--- src/rtl/ram_dma.sv ---
// Word-by-word RAM-to-RAM copy engine: reads one word per cycle and writes it back one cycle later.
// Optional macro RAM_DMA_FILL_EN adds a constant-fill mode (fill_i / fill_data_i).
module ram_dma #(
  parameter int DW = 32,
  parameter int AW = 12
) (
  input  logic          clk,
  input  logic          rst,
  input  logic          start_i,
  input  logic [AW-1:0] src_addr_i,
  input  logic [AW-1:0] dst_addr_i,
  input  logic [AW:0]   len_i,
`ifdef RAM_DMA_FILL_EN
  input  logic          fill_i,
  input  logic [DW-1:0] fill_data_i,
`endif
  output logic          busy_o,
  output logic          done_o,
  output logic          mem_ren_o,
  output logic [AW-1:0] mem_r_addr_o,
  input  logic [DW-1:0] mem_r_data_i,
  output logic          mem_wen_o,
  output logic [AW-1:0] mem_w_addr_o,
  output logic [DW-1:0] mem_w_data_o
);

  typedef enum logic [1:0] {IDLE, XFER, DRAIN, DONE} state_t;

  state_t        state;
  logic [AW:0]   cnt;
  logic [AW-1:0] wptr;
  logic          fill_sel;

`ifdef RAM_DMA_FILL_EN
  logic          fill_q;
  logic [DW-1:0] fill_data_q;

  assign fill_sel = fill_i;

  always_ff @(posedge clk) begin
    if (!rst) begin
      fill_q      <= 1'b0;
      fill_data_q <= '0;
    end else if (state == IDLE && start_i) begin
      fill_q      <= fill_i;
      fill_data_q <= fill_data_i;
    end else if (state == DONE) begin
      fill_q      <= 1'b0;
      fill_data_q <= '0;
    end
  end

  assign mem_w_data_o = !mem_wen_o ? '0 : (fill_q ? fill_data_q : mem_r_data_i);
`else
  localparam logic fill_q = 1'b0;

  assign fill_sel     = 1'b0;
  assign mem_w_data_o = mem_wen_o ? mem_r_data_i : '0;
`endif

  // Read issued in cycle k returns in cycle k+1, where it is written straight through.
  always_ff @(posedge clk) begin
    if (!rst) begin
      state        <= IDLE;
      cnt          <= '0;
      wptr         <= '0;
      busy_o       <= 1'b0;
      done_o       <= 1'b0;
      mem_ren_o    <= 1'b0;
      mem_r_addr_o <= '0;
      mem_wen_o    <= 1'b0;
      mem_w_addr_o <= '0;
    end else begin
      case (state)
        IDLE: begin
          if (start_i) begin
            if (len_i != '0) begin
              state  <= XFER;
              busy_o <= 1'b1;
              cnt    <= len_i - 1'b1;
              if (fill_sel) begin
                mem_wen_o    <= 1'b1;
                mem_w_addr_o <= dst_addr_i;
              end else begin
                mem_ren_o    <= 1'b1;
                mem_r_addr_o <= src_addr_i;
                wptr         <= dst_addr_i;
              end
            end else begin
              state  <= DONE;
              done_o <= 1'b1;
            end
          end
        end
        XFER: begin
          if (fill_q) begin
            if (cnt != '0) begin
              cnt          <= cnt - 1'b1;
              mem_w_addr_o <= mem_w_addr_o + 1'b1;
            end else begin
              state        <= DONE;
              busy_o       <= 1'b0;
              done_o       <= 1'b1;
              mem_wen_o    <= 1'b0;
              mem_w_addr_o <= '0;
            end
          end else begin
            mem_wen_o    <= 1'b1;
            mem_w_addr_o <= wptr;
            wptr         <= wptr + 1'b1;
            if (cnt != '0) begin
              cnt          <= cnt - 1'b1;
              mem_r_addr_o <= mem_r_addr_o + 1'b1;
            end else begin
              state        <= DRAIN;
              mem_ren_o    <= 1'b0;
              mem_r_addr_o <= '0;
            end
          end
        end
        DRAIN: begin
          state        <= DONE;
          busy_o       <= 1'b0;
          done_o       <= 1'b1;
          mem_wen_o    <= 1'b0;
          mem_w_addr_o <= '0;
          wptr         <= '0;
        end
        DONE: begin
          state  <= IDLE;
          done_o <= 1'b0;
          cnt    <= '0;
          wptr   <= '0;
        end
        default: state <= IDLE;
      endcase
    end
  end

endmodule

--- config.mk ---
export PLATFORM = sky130hd
export DESIGN_NAME = ram_dma
export DESIGN_NICKNAME = d
export VERILOG_FILES = /design/src/rtl/ram_dma.sv
export SDC_FILE = /design/constraint.sdc
export NUM_CORES = 1
export LEC_CHECK = 0
export BUFFER_PORTS_ARGS = -buffer_cell sky130_fd_sc_hd__buf_2
export CAP_MARGIN = 10
export CORE_UTILIZATION = 54
export CTS_CLUSTER_DIAMETER = 50
export CTS_CLUSTER_SIZE = 30
export DETAILED_ROUTE_END_ITERATION = 8
export PLACE_DENSITY = 0.88
export SLEW_MARGIN = 5
export SYNTH_ARGS = -nofsm -noshare
export SYNTH_HDL_FRONTEND = slang
export SYNTH_SLANG_ARGS = --single-unit
--- constraint.sdc ---
create_clock -name clk -period 8.5 [get_ports clk]
set_input_delay 1.7 -clock clk [delete_from_list [all_inputs] [get_ports clk]]
set_output_delay 1.7 -clock clk [all_outputs]
set_load 0.02 [all_outputs]
==> impl_metrics.json <==
{
  "outcome": "completed",
  "final_antenna_net_count": 0,
  "port_buffers": 131,
  "wl_um": 10400,
  "clock_path_buffers": 2,
  "root_buffer": "clkbuf_8",
  "track_usage": 0.296,
  "synth.distinct_cells": 65,
  "numCtsBuffers": 5,
  "dp_hpwl_um": 7580,
  "synth_seq_cells": 55,
  "vias": 3898,
  "reg2reg_to": "cnt[9]",
  "crit_family": "buffers and inverters",
  "syn_inst": 455,
  "initial_core_util": 0.560,
  "min_period_ns": 3.81,
  "cellPowerDensity_mw_per_mm2": 338,
  "synth_edf_count": 0,
  "grt_pass1_vias": 3584,
  "maxSlewHeadroom": 0.289,
  "hold_viol": 0,
  "row_count": 29,
  "cts.sinks": 55,
  "hp-start": "mem_w_addr_o[11]",
  "ir_worst_vdd_uv": 208,
  "slowest_stage": "buf_2",
  "p_leak_nw": 1.91,
  "cpMostUsedCell": "buf_2",
  "synth_area_mm2": 0.00356,
  "core_mm2": 0.00635,
  "reg2reg_slack_ns": 5.09,
  "synthArstFlopShare": 0,
  "fmax_mhz": 263,
  "via_per_inst": 6.08,
  "clk_pin_slew_worst_paths_ns": 0.10,
  "post-cts-setup-buffers": 0,
  "antenna_found_initial": 0,
  "clock_latency_ns": 0.31,
  "htree_levels": 2,
  "start_kind": "input pin",
  "placed_area_mm2": 0.00419,
  "maxSlewViolCount": 0,
  "syn_nets": 534,
  "stdcell_area_mm2": 0.00432,
  "ctsHoldBuffers": 0,
  "ios": 132,
  "grt_pass1_wl_um": 17100,
  "fin_setup_tns_ns": 0,
  "timing.setup.critical_path_class": "in2out",
  "worst_pin_slew_ns": 1.07,
  "cts_resized": 0,
  "r2r-start": "state[0]",
  "cap_violations": 0,
  "seq_area_frac_synth": 0.310,
  "final_common_cell": "buf_2",
  "drc": 0,
  "wl_per_cell_um": 16.2,
  "worstPathRequired_ns": 6.80,
  "finalNetCount": 642,
  "fin_worst_skew_ns": 0.0121,
  "overflow": 0,
  "drt_iter0_drc": 373,
  "gp_congestion": 0.923,
  "drive_above_1_share": 0.270,
  "worstPathArrival_ns": 2.11,
  "hp-class": "reg2reg",
  "hold_depth": 2,
  "insertedDiodeCount": 0,
  "ys_warn_count": 0,
  "ys_dominant_reg_cell": "dfxtp_1",
  "grt_start_max_net_pins": 35,
  "period_share": 0.448,
  "holdPathEnd": "mem_w_addr_o[11]",
  "slowest_delay_ns": 0.16,
  "crit_buf_inv": 2,
  "crit_chain": "buf_2 -> and2_1 -> buf_2",
  "dr.pass1.iters": 6,
  "avgSynthCellArea_um2": 7.82,
  "final_cell_mix": "131 x buf_2, 55 x dfxtp_1, 45 x a21oi_1",
  "finalSetupViolations": 0,
  "die_w_um": 83.2,
  "dieArea_mm2": 0.00692,
  "end_kind": "output port",
  "crit_fanout": 1,
  "area_growth_pct": 21.4,
  "die_y_um": 83.2,
  "reg2regPathDepth": 8,
  "rsz0062_at_grt": "no",
  "cts_tree": "built"
}
==> synth_stat cells (5+ instances only) <==
library cell  instances  area, um2
o21ai_0              22        110
and3_1                5       31.3
clkbuf_1             20       75.1
nand4_1               6       37.5
o31ai_1               5       37.5
xor2_1                8       70.1
a21oi_1              45        225
or4_1                 5       37.5
ha_1                  7       87.6
buf_2                 5       25.0
nand2b_1             16        100
xnor2_1               6       52.6
mux2i_1               6       60.1
nor3_1               16       80.1
nor4_1                8       50.1
nand2_1              35        131
a221oi_1              8       70.1
inv_1                13       48.8
and2_1               33        206
nor2_1               23       86.3
a31oi_1               5       31.3
nand3_1              22        110
dfxtp_1              55       1100
a22oi_1               8       60.1
==> worst reg2reg max path: stages, from the launching register on <==
cell and delay, ns:
dfxtp_1 0.37, inv_1 0.09, ha_1 0.51, nor3b_1 0.31, a41oi_1 0.76, buf_4 0.32, nand3_2 0.32, nor2_1 0.48
a32o_1 0.19
==> state kept, by name (all words and copies together) (netlist names) <==
signal        cells
busy_o            1
cnt              13
mem_w_addr_o     12
done_o            1
mem_ren_o         1
wptr             12
mem_r_addr_o     12
mem_wen_o         1
state             2
==> cell families after synthesis <==
family	count (synthesis)	synth area share
and+or+nand+nor	189	0.293
AOI/OAI and AO/OA	138	0.264
buffers and inverters	45	0.0545
adders and majority gates	7	0.0246
DFF	55	0.310
xor gates and xnor gates	14	0.0345
muxes	7	0.0200
==> final cells by class <==
cell class | count | area [um2]
clock buffers | 6 | 72.6
clock inverters | 2 | 60.1
fillers | 538 | 2030
inverters | 13 | 48.8
multi-input cells | 355 | 2270
flip-flops and latches | 55 | 1100
well taps | 77 | 96.3
repair buffers | 133 | 671
==> stage by stage <==
step	setup slack [ns]	hold slack (ns)	cells	power, mW	utilization
2_1_floorplan	4.88	0.453	455	1.04	-
3_3_place_gp	4.61	0.454	633	1.21	0.659
3_5_place_dp	4.52	0.463	633	1.24	0.659
4_1_cts	4.69	0.479	641	1.44	0.680
5_1_grt	4.54	0.502	641	1.56	0.680
6_report	4.69	0.478	641	1.46	0.680
==> per-layer routing <==
metal / vias up / track usage / wire length, um
met1: 1822 / 0.405 / 4650
met4: 0 / 0.0705 / 93
met3: 12 / 0.0477 / 668
li1: 1900 / - / -
met5: - / 0 / 0
met2: 164 / 0.488 / 4950
==> where the power goes <==
| part | total, mW | internal, mW | leakage, nW | switching [mW] |
|---|---|---|---|---|
| clock | 0.206 | 0.118 | 0.0654 | 0.0877 |
| sequential | 0.460 | 0.345 | 0.452 | 0.115 |
| combinational | 0.792 | 0.299 | 1.39 | 0.493 |
| total | 1.46 | 0.761 | 1.91 | 0.696 |
==> how the worst max path moves through the flow <==
stage	end	cells after the start	from
floorplan	mem_w_data_o[0]	1	mem_r_data_i[0]
global placement	cnt[2]	7	len_i[4]
detailed placement	cnt[10]	7	len_i[4]
CTS	mem_w_data_o[17]	3	mem_r_data_i[17]
global route	cnt[9]	7	len_i[8]
finish	mem_w_data_o[7]	3	mem_r_data_i[7]
Note: power is estimated with default switching activity, not from simulation.
